[config.mk]
export PLATFORM = sky130hd
export DESIGN_NAME = unidade_de_busca_flat
export DESIGN_NICKNAME = d
export VERILOG_FILES = /design/src/rtl/unidade_de_busca_pkg.sv /design/src/rtl/unidade_de_busca_if.sv /design/src/rtl/unidade_de_busca_sincronizador_botao.sv /design/src/rtl/unidade_de_busca.sv /design/src/flat_wrapper.sv
export SDC_FILE = /design/constraint.sdc
export NUM_CORES = 1
export LEC_CHECK = 0
export CORE_MARGIN = 5
export CORE_UTILIZATION = 30
export DETAILED_ROUTE_END_ITERATION = 12
export GPL_ROUTABILITY_DRIVEN = 0
export PLACE_DENSITY_LB_ADDON = 0.25
export SYNTH_ARGS = -nofsm -noshare
export SYNTH_HDL_FRONTEND = slang
export SYNTH_SLANG_ARGS = --single-unit
export TNS_END_PERCENT = 1
[constraint.sdc]
create_clock -name clk -period 6.4 [get_ports clk]
set_clock_uncertainty 0.15 [all_clocks]
set_input_delay 0.96 -clock clk [delete_from_list [all_inputs] [get_ports clk]]
set_output_delay 0.96 -clock clk [all_outputs]
set_load 0.02 [all_outputs]
[src/rtl/unidade_de_busca_pkg.sv]
// Shared types and constants for the instruction fetch unit.
package unidade_de_busca_pkg;

  localparam int unsigned PC_W_DEF     = 32;
  localparam int unsigned RESET_PC_DEF = 0;
  localparam int unsigned JUMP_W       = 26;
  localparam int unsigned CNT_W        = 32;
  localparam int unsigned SEL_W        = 2;

  // Fetch unit control states
  typedef enum logic [1:0] {
    ST_RUN     = 2'b00,
    ST_WAIT_IN = 2'b01,
    ST_HALTED  = 2'b10
  } estado_t;

  // Next-PC selection codes from the control unit
  typedef enum logic [SEL_W-1:0] {
    PC_SEQ = 2'b00,
    PC_JF  = 2'b01,
    PC_JR  = 2'b10,
    PC_J   = 2'b11
  } pc_src_t;

endpackage

[src/rtl/unidade_de_busca_if.sv]
// Control-unit <-> fetch-unit signal bundle.
interface unidade_de_busca_if
  import unidade_de_busca_pkg::*;
#(
  parameter int unsigned PC_W = PC_W_DEF
) ();

  logic [SEL_W-1:0]  pcSource;
  logic [JUMP_W-1:0] jumpAddr;
  logic [PC_W-1:0]   jrAddr;
  logic              isHalt;
  logic              isInsert;
  logic              confirmBtn;
  logic [PC_W-1:0]   pc;
  logic [PC_W-1:0]   pcPlusOne;
  logic              commit;
  logic              waiting;
  logic              halted;
  logic [CNT_W-1:0]  instrCount;

  modport master (
    output pcSource, jumpAddr, jrAddr, isHalt, isInsert, confirmBtn,
    input  pc, pcPlusOne, commit, waiting, halted, instrCount
  );

  modport slave (
    input  pcSource, jumpAddr, jrAddr, isHalt, isInsert, confirmBtn,
    output pc, pcPlusOne, commit, waiting, halted, instrCount
  );

endinterface

[src/rtl/unidade_de_busca_sincronizador_botao.sv]
// Two-flop synchronizer for the operator button plus rising-edge detector.
module sincronizador_botao (
  input  logic clk,
  input  logic i_rst_n,
  input  logic i_btn,
  output logic o_edge
);

  logic r_meta;
  logic r_sync;
  logic r_prev;

  // Synchronizer chain and previous-sample flop
  always_ff @(posedge clk) begin
    if (!i_rst_n) begin
      r_meta <= 1'b0;
      r_sync <= 1'b0;
      r_prev <= 1'b0;
    end else begin
      r_meta <= i_btn;
      r_sync <= r_meta;
      r_prev <= r_sync;
    end
  end

  assign o_edge = r_sync & ~r_prev;

endmodule

[src/rtl/unidade_de_busca.sv]
// Instruction fetch unit: PC register, next-PC mux, run/wait/halt control.
module unidade_de_busca
  import unidade_de_busca_pkg::*;
#(
  parameter int unsigned     PC_W     = PC_W_DEF,
  parameter logic [PC_W-1:0] RESET_PC = PC_W'(RESET_PC_DEF)
) (
  input  logic              clk,
  input  logic              rst,
  input  logic              rstBios,
  unidade_de_busca_if.slave bus
);

  estado_t          r_state;
  estado_t          w_state_next;
  logic [PC_W-1:0]  r_pc;
  logic [PC_W-1:0]  w_pc_inc;
  logic [PC_W-1:0]  w_pc_target;
  logic [CNT_W-1:0] r_count;
  logic             r_waiting;
  logic             r_halted;
  logic             w_commit;
  logic             w_edge;
  logic             w_sync_rst_n;
  pc_src_t          w_sel;

  // Either reset flavour clears the button synchronizer
  assign w_sync_rst_n = rst & ~rstBios;

  sincronizador_botao u_sincronizador (
    .clk     (clk),
    .i_rst_n (w_sync_rst_n),
    .i_btn   (bus.confirmBtn),
    .o_edge  (w_edge)
  );

  // Next-PC selection; pc+1 wraps naturally at PC_W bits
  always_comb begin
    w_pc_inc    = r_pc + PC_W'(1);
    w_sel       = pc_src_t'(bus.pcSource);
    w_pc_target = w_pc_inc;
    unique case (w_sel)
      PC_SEQ: w_pc_target = w_pc_inc;
      PC_JR:  w_pc_target = bus.jrAddr;
      PC_JF:  w_pc_target = PC_W'(bus.jumpAddr);
      PC_J:   w_pc_target = PC_W'(bus.jumpAddr);
    endcase
  end

  // Next-state and commit decode; a reset cycle never retires anything
  always_comb begin
    w_state_next = r_state;
    w_commit     = 1'b0;
    case (r_state)
      ST_RUN: begin
        if (bus.isHalt)        w_state_next = ST_HALTED;
        else if (bus.isInsert) w_state_next = ST_WAIT_IN;
        else                   w_commit     = 1'b1;
      end
      ST_WAIT_IN: begin
        if (w_edge) begin
          w_commit     = 1'b1;
          w_state_next = ST_RUN;
        end
      end
      ST_HALTED: w_state_next = ST_HALTED;
      default:   w_state_next = ST_RUN;
    endcase
    if (!rst || rstBios) w_commit = 1'b0;
  end

  // State, PC, retire counter and status flags
  always_ff @(posedge clk) begin
    if (!rst) begin
      r_state   <= ST_RUN;
      r_pc      <= RESET_PC;
      r_count   <= '0;
      r_waiting <= 1'b0;
      r_halted  <= 1'b0;
    end else if (rstBios) begin
      r_state   <= ST_RUN;
      r_pc      <= RESET_PC;
      r_waiting <= 1'b0;
      r_halted  <= 1'b0;
    end else begin
      r_state   <= w_state_next;
      r_waiting <= (w_state_next == ST_WAIT_IN);
      r_halted  <= (w_state_next == ST_HALTED);
      if (w_commit) begin
        r_pc    <= w_pc_target;
        r_count <= r_count + CNT_W'(1);
      end
    end
  end

  assign bus.pc         = r_pc;
  assign bus.pcPlusOne  = w_pc_inc;
  assign bus.commit     = w_commit;
  assign bus.waiting    = r_waiting;
  assign bus.halted     = r_halted;
  assign bus.instrCount = r_count;

endmodule

[src/flat_wrapper.sv]
// flat-port wrapper written by rule: the top's interface ports become plain ports
module unidade_de_busca_flat import unidade_de_busca_pkg::*;
#(
  parameter int unsigned     PC_W     = PC_W_DEF,
  parameter logic [PC_W-1:0] RESET_PC = PC_W'(RESET_PC_DEF)
)
  (clk, rst, rstBios, bus_pcSource, bus_jumpAddr, bus_jrAddr, bus_isHalt, bus_isInsert, bus_confirmBtn, bus_pc, bus_pcPlusOne, bus_commit, bus_waiting, bus_halted, bus_instrCount);
  unidade_de_busca_if #(.PC_W(PC_W)) bus_i ();
  input  logic clk;
  input  logic rst;
  input  logic rstBios;
  input wire logic [$bits(bus_i.pcSource)-1:0] bus_pcSource;
  input wire logic [$bits(bus_i.jumpAddr)-1:0] bus_jumpAddr;
  input wire logic [$bits(bus_i.jrAddr)-1:0] bus_jrAddr;
  input wire logic [$bits(bus_i.isHalt)-1:0] bus_isHalt;
  input wire logic [$bits(bus_i.isInsert)-1:0] bus_isInsert;
  input wire logic [$bits(bus_i.confirmBtn)-1:0] bus_confirmBtn;
  output wire logic [$bits(bus_i.pc)-1:0] bus_pc;
  output wire logic [$bits(bus_i.pcPlusOne)-1:0] bus_pcPlusOne;
  output wire logic [$bits(bus_i.commit)-1:0] bus_commit;
  output wire logic [$bits(bus_i.waiting)-1:0] bus_waiting;
  output wire logic [$bits(bus_i.halted)-1:0] bus_halted;
  output wire logic [$bits(bus_i.instrCount)-1:0] bus_instrCount;
  assign bus_i.pcSource = bus_pcSource;
  assign bus_i.jumpAddr = bus_jumpAddr;
  assign bus_i.jrAddr = bus_jrAddr;
  assign bus_i.isHalt = bus_isHalt;
  assign bus_i.isInsert = bus_isInsert;
  assign bus_i.confirmBtn = bus_confirmBtn;
  assign bus_pc = bus_i.pc;
  assign bus_pcPlusOne = bus_i.pcPlusOne;
  assign bus_commit = bus_i.commit;
  assign bus_waiting = bus_i.waiting;
  assign bus_halted = bus_i.halted;
  assign bus_instrCount = bus_i.instrCount;
  unidade_de_busca #(.PC_W(PC_W), .RESET_PC(RESET_PC)) u_core (.clk(clk), .rst(rst), .rstBios(rstBios), .bus(bus_i));
endmodule
---- Yosys cells after proc, flatten, opt, wreduce, memory -nomap -nowiden ----
Index checks and enable logic that the tools add are counted.
cells by class
  $add $sub $neg .......................... 2
  equality and inequality tests ........... 7
  multiplexer cells ....................... 10
  bitwise gates (word level) .............. 5
  reductions and logical operators ........ 7
operators with widths
  operator                 number
  $pmux W32 S3             1
  $add A32 B1 Y32 const B  2
  $eq A2 B2 Y1 const B     4
  $eq A2 B1 Y1 const B     3
  $mux W2                  3
  $pmux W2 S3              1
  $logic_not A2 Y1         2
  $mux W1                  4
  $reduce_or A2 Y1         2
  $not A1 Y1               3
  $and A1 B1 Y1            2
  $pmux W1 S2              1
  $reduce_and A2 Y1        1
  $logic_not A1 Y1         1
  $logic_or A1 B1 Y1       1
storage, ports and cells
  bits in registers ....................... 71
  input bits .............................. 66
  output and inout port bits .............. 99

---- Longest topological paths before layout ----
  word-level depth ........................ 6
  gate-level depth with buffers ........... 8
  mapped depth without buffers ............ 6

---- Cells and area by module ----
Synthesis repeated with hierarchy kept, for this count alone.
second synthesis, totals
  cells, all modules ...................... 526
  area, all modules ....................... 4187.8 um^2
modules (own cells, without submodules)
  module               instances  cells an instance  area an instance (um^2)  seq. area each (um^2)
  unidade_de_busca     1          519                4095.2                   1361.3
  sincronizador_botao  1          7                  92.6                     60.1

---- Worst setup path after synthesis ----
No wires, ideal clock.
  kind .................................... flip-flop to output port
  from .................................... register u_core.r_pc[9], in the netlist u_core.bus.pc[9]
  to ...................................... output port bus_pcPlusOne[25]
  data arrival time ....................... 2324 ps
  data required time ...................... 5290 ps
  slack ................................... 2966 ps
  stages on the path, launching flop included .. 7
  buffers on the path ..................... 1
  cell sequence ........................... dfxtp_1 clkbuf_1 nand4_1 or2_2 nor3_1 nand4_1 xnor2_1
on the way
  word-level cells in the longest chain between the ends .. 1
RTL lines
  item                    RTL line                text
  start, declared         unidade_de_busca.sv:16  logic [PC_W-1:0] r_pc;
  start signal, assigned  unidade_de_busca.sv:90  r_pc <= w_pc_target;
  $add A32 B1 Y32         unidade_de_busca.sv:39  w_pc_inc = r_pc + PC_W'(1);
  end, declared           flat_wrapper.sv:19      output wire logic [$bits(bus_i.pcPlusOne)-1:0] bus_pcPlusOne;
No other way between the ends.

---- Final worst setup path ----
  from .................................... register u_core.r_pc[4], in the netlist u_core.bus.pc[4]
  to ...................................... output port bus_pcPlusOne[30]
Same word-level chain as after synthesis.

==> metrics.md <==
| Metric | Value |
|---|---|
| RSZ-0062 raised after global routing | `false` |
| Largest family of logic cells by synthesized area | `simple AND/OR/NAND/NOR gates` |
| Post-synthesis compound-gate area fraction | `0.2275` |
| Worst slew pin tran | `between 900 and 1000 ps` |
| Post-synthesis register bit count | `approximately 70` |
| Final Cycle Share | `0.7038` |
| Layout area overhead | `47.23%` |
| Critical Path Start Type | `flop` |
| Worst slew margin | `0.3386` |
| Vias in the first global route | `5041` |
| Clk pin slew, worst setup/hold paths | `roughly 60 ps` |
| GR Overflow Total | `0` |
| CP Max Fanout | `10` |
| Register area share after synthesis | `0.3292` |
| P per Cell Area | `about 170 nW/um^2` |
| Number of synthesized flops with an enable pin | `0` |
| Drt first-iter violations | `between 400 and 500` |
| Fin nets | `~770` |
| Clock Sinks | `a little over 70` |
| First-pass GRT wire length | `between 20 and 30 mm` |
| MaxCap Viol Count | `0` |
| WP buf/inv | `1` |
| CP max-delay cell | `nor4_2` |
| Ports | `165` |
| Post-route ant nets | `0` |
| Post-synth top area cell | `dfxtp_1` |
| Distinct cells, synth | `58` |
| Synthesized area | `4318 sq um` |
| Core Area | `~14000 sq um` |
| CTS H-tree lvls | `3` |
| Syn_area_per_cell | `a little under 8 sq um` |
| DIE AREA | `16890 sq um` |
| Worst EP required | `between 5000 and 6000 ps` |
| Worst Hold Class | `reg2reg` |
| Hold_buf cts | `0` |
| Largest cells by area after synthesis | `dfxtp_1 (33%), xnor2_1 (6.5%), a21oi_1 (4.5%)` |
| Leak Pwr | `~0.0020 uW` |
| Synthesis Warnings | `0` |
| Prevailing post-synth register cell | `dfxtp_1` |
| Filler cells | `roughly 1400` |
| All-Layer GR Usage | `0.1883` |
| Via count | `5035` |
| Crit-path cells | `nand3_1 > nor4_2 > nand3_1 > nor2b_1 > xor2_1 > clkdlybuf4s50_1` |
| Setup TNS | `0 ps` |
| Vias per Instance | `roughly 5.7` |
| CTS root buf | `clkbuf_16` |
| Fraction of layout cells with a size suffix above 1 | `0.04965` |
| Post-CTS Setup Inserts | `0` |
| Syn Nets | `between 600 and 700` |
| PortBufs | `between 150 and 200` |
| Area share of the largest cell type after synthesis | `0.3292` |
| Router iterations before antenna repair | `5` |
| Synth Area in XOR/XNOR | `0.08519` |
| Critical Path AT | `about 3400 ps` |
| Setup crit end kind | `output pin` |
| Final setup fails | `0` |
| Total power | `1092 uW` |
| Worst VDD drop | `approximately 0.12 mV` |
| Initial antenna violation count | `1` |
| Die Span X | `between 100 and 150 um` |
| Cts repair resizes | `0` |
| Top cell by count, worst path | `nand3_1` |
| Largest net degree at the start of global routing | `34` |
| Post-Synth Simple-Gate Area | `0.2909` |
| TritonCTS clock tree | `yes` |
| Post-Synth Adder-Cell Area | `0.005795` |
| Final Hold Viols | `0` |
| Most common cell after layout, fill and taps aside | `clkdlybuf4s50_1` |
| Max incr delay on CP | `between 700 and 800 ps` |
| Starting Density | `0.3087` |
| Most frequent cells in the layout | `clkdlybuf4s50_1 (164), dfxtp_1 (71), nand2_1 (48)` |
| Mux contribution to synthesized area | `0.006955` |
| DRC Markers | `0` |
| Clock Latency Late Sink | `between 300 and 400 ps` |
| Die Span Y | `roughly 130 um` |
| Fmax | `0.2220 GHz` |
| WL final | `15.98 mm` |
| Status | `finished, final reports clean` |
| Top Family by Delay on Critical Path | `simple AND/OR/NAND/NOR gates` |
| Core Rows | `43` |
| Fin crit period | `4504 ps` |
| Max-slew violations | `0` |
| WL/cell | `about 18 um` |
| CP Class | `reg2out` |
| Dpl hpwl | `~12 mm` |
| Num CTS Buffers | `9` |
| Post-Synthesis Cells | `around 560` |
| Max Root-Sink Buffers | `2` |
| FFs w/ async S/R, synth | `0` |
cell usage after synthesis (all sizes together) (6+ instances only):
cell,number
nand4,18
or3,14
buf,8
clkbuf,33
dfxtp,71
nand2,48
and2,9
nor3,14
nor4,13
xor2,10
and3,6
or4,15
o31ai,15
o21ai,29
a21oi,39
xnor2,32
nor2,36
o211ai,9
inv,17
nand3,39
a22oi,9
kinds of logic after synthesis:
kind of cell / count (synthesis)
adder cells (fa/ha/maj): 2
buffers and inverters: 58
AO/OA/AOI/OAI: 148
AND/OR/NAND/NOR: 235
XOR/XNOR: 42
flip-flops: 71
multiplexers: 3
final timing paths:
path	startpoint	end	slack, ps	depth (start not counted)
setup / recovery	u_core.bus.pc[4]$_SDFFE_PP0P_	bus_pcPlusOne[30]	1900	6
hold / removal	u_core.u_sincronizador.r_meta$_SDFF_PP0_	u_core.u_sincronizador.r_sync$_SDFF_PP0_	280	1
setup reg to reg	u_core.r_state[0]$_SDFF_PP0_	u_core.bus.instrCount[30]$_SDFFE_PN0P_	3420	6
hold reg to reg	u_core.u_sincronizador.r_meta$_SDFF_PP0_	u_core.u_sincronizador.r_sync$_SDFF_PP0_	280	1
registers in the layout (all words and copies together) (netlist names):
signal                         count
u_core.bus.instrCount             32
u_core.bus.pc                     32
u_core.r_state                     2
u_core.bus.halted                  1
u_core.bus.waiting                 1
u_core.u_sincronizador.r_meta      1
u_core.u_sincronizador.r_prev      1
u_core.u_sincronizador.r_sync      1
per-stage QoR:
step	cell area, sq um	instances	utilization	worst slack (ps)	hold WS (ps)
2_1_floorplan	4318	559	-	2966	255.7
3_3_place_gp	6066	869	0.4336	2152	274.3
3_5_place_dp	6066	869	0.4336	2124	268.9
4_1_cts	6352	885	0.4541	1910	286.9
5_1_grt	6355	886	0.4543	1626	310.1
6_report	6357	887	0.4545	1896	278.2
area by class of cell:
type	instances	area (sq um)	share of cell area
sequential	71	1421	0.2236
antenna	2	5.005	0.0007872
tap	180	225.2	0.03543
clock inverter	7	61.31	0.009644
clock buffer	9	225.2	0.03543
timing repair buffer	171	1694	0.2665
inverter	17	63.81	0.01004
multi-input combinational	430	2661	0.4186
report_power, final:
part           switching [uW]  internal, uW  total [uW]
clock                     221           270         491
combinational            69.9          73.6         144
sequential               9.98           448         457
total                     301           791        1090
worst register-to-register path, cell delays in order, from the launching register on:
cell and delay, ps:
dfxtp_1 410, or4bb_1 550, a21o_1 200, buf_4 200, or3_1 650, or4_1 600, a21oi_1 150
layer usage:
layer  wire (um)  global-route usage  part of all wire  vias to the layer above
met5           0                   0                 0                        -
met4         436             0.07824             0.027                        0
met3        1415             0.05444             0.089                       28
met2        7605              0.3100              0.48                      241
met1        6525              0.2307              0.41                     2399
li1            -                   -                 -                     2367
Power figures use the tool's default switching activity.
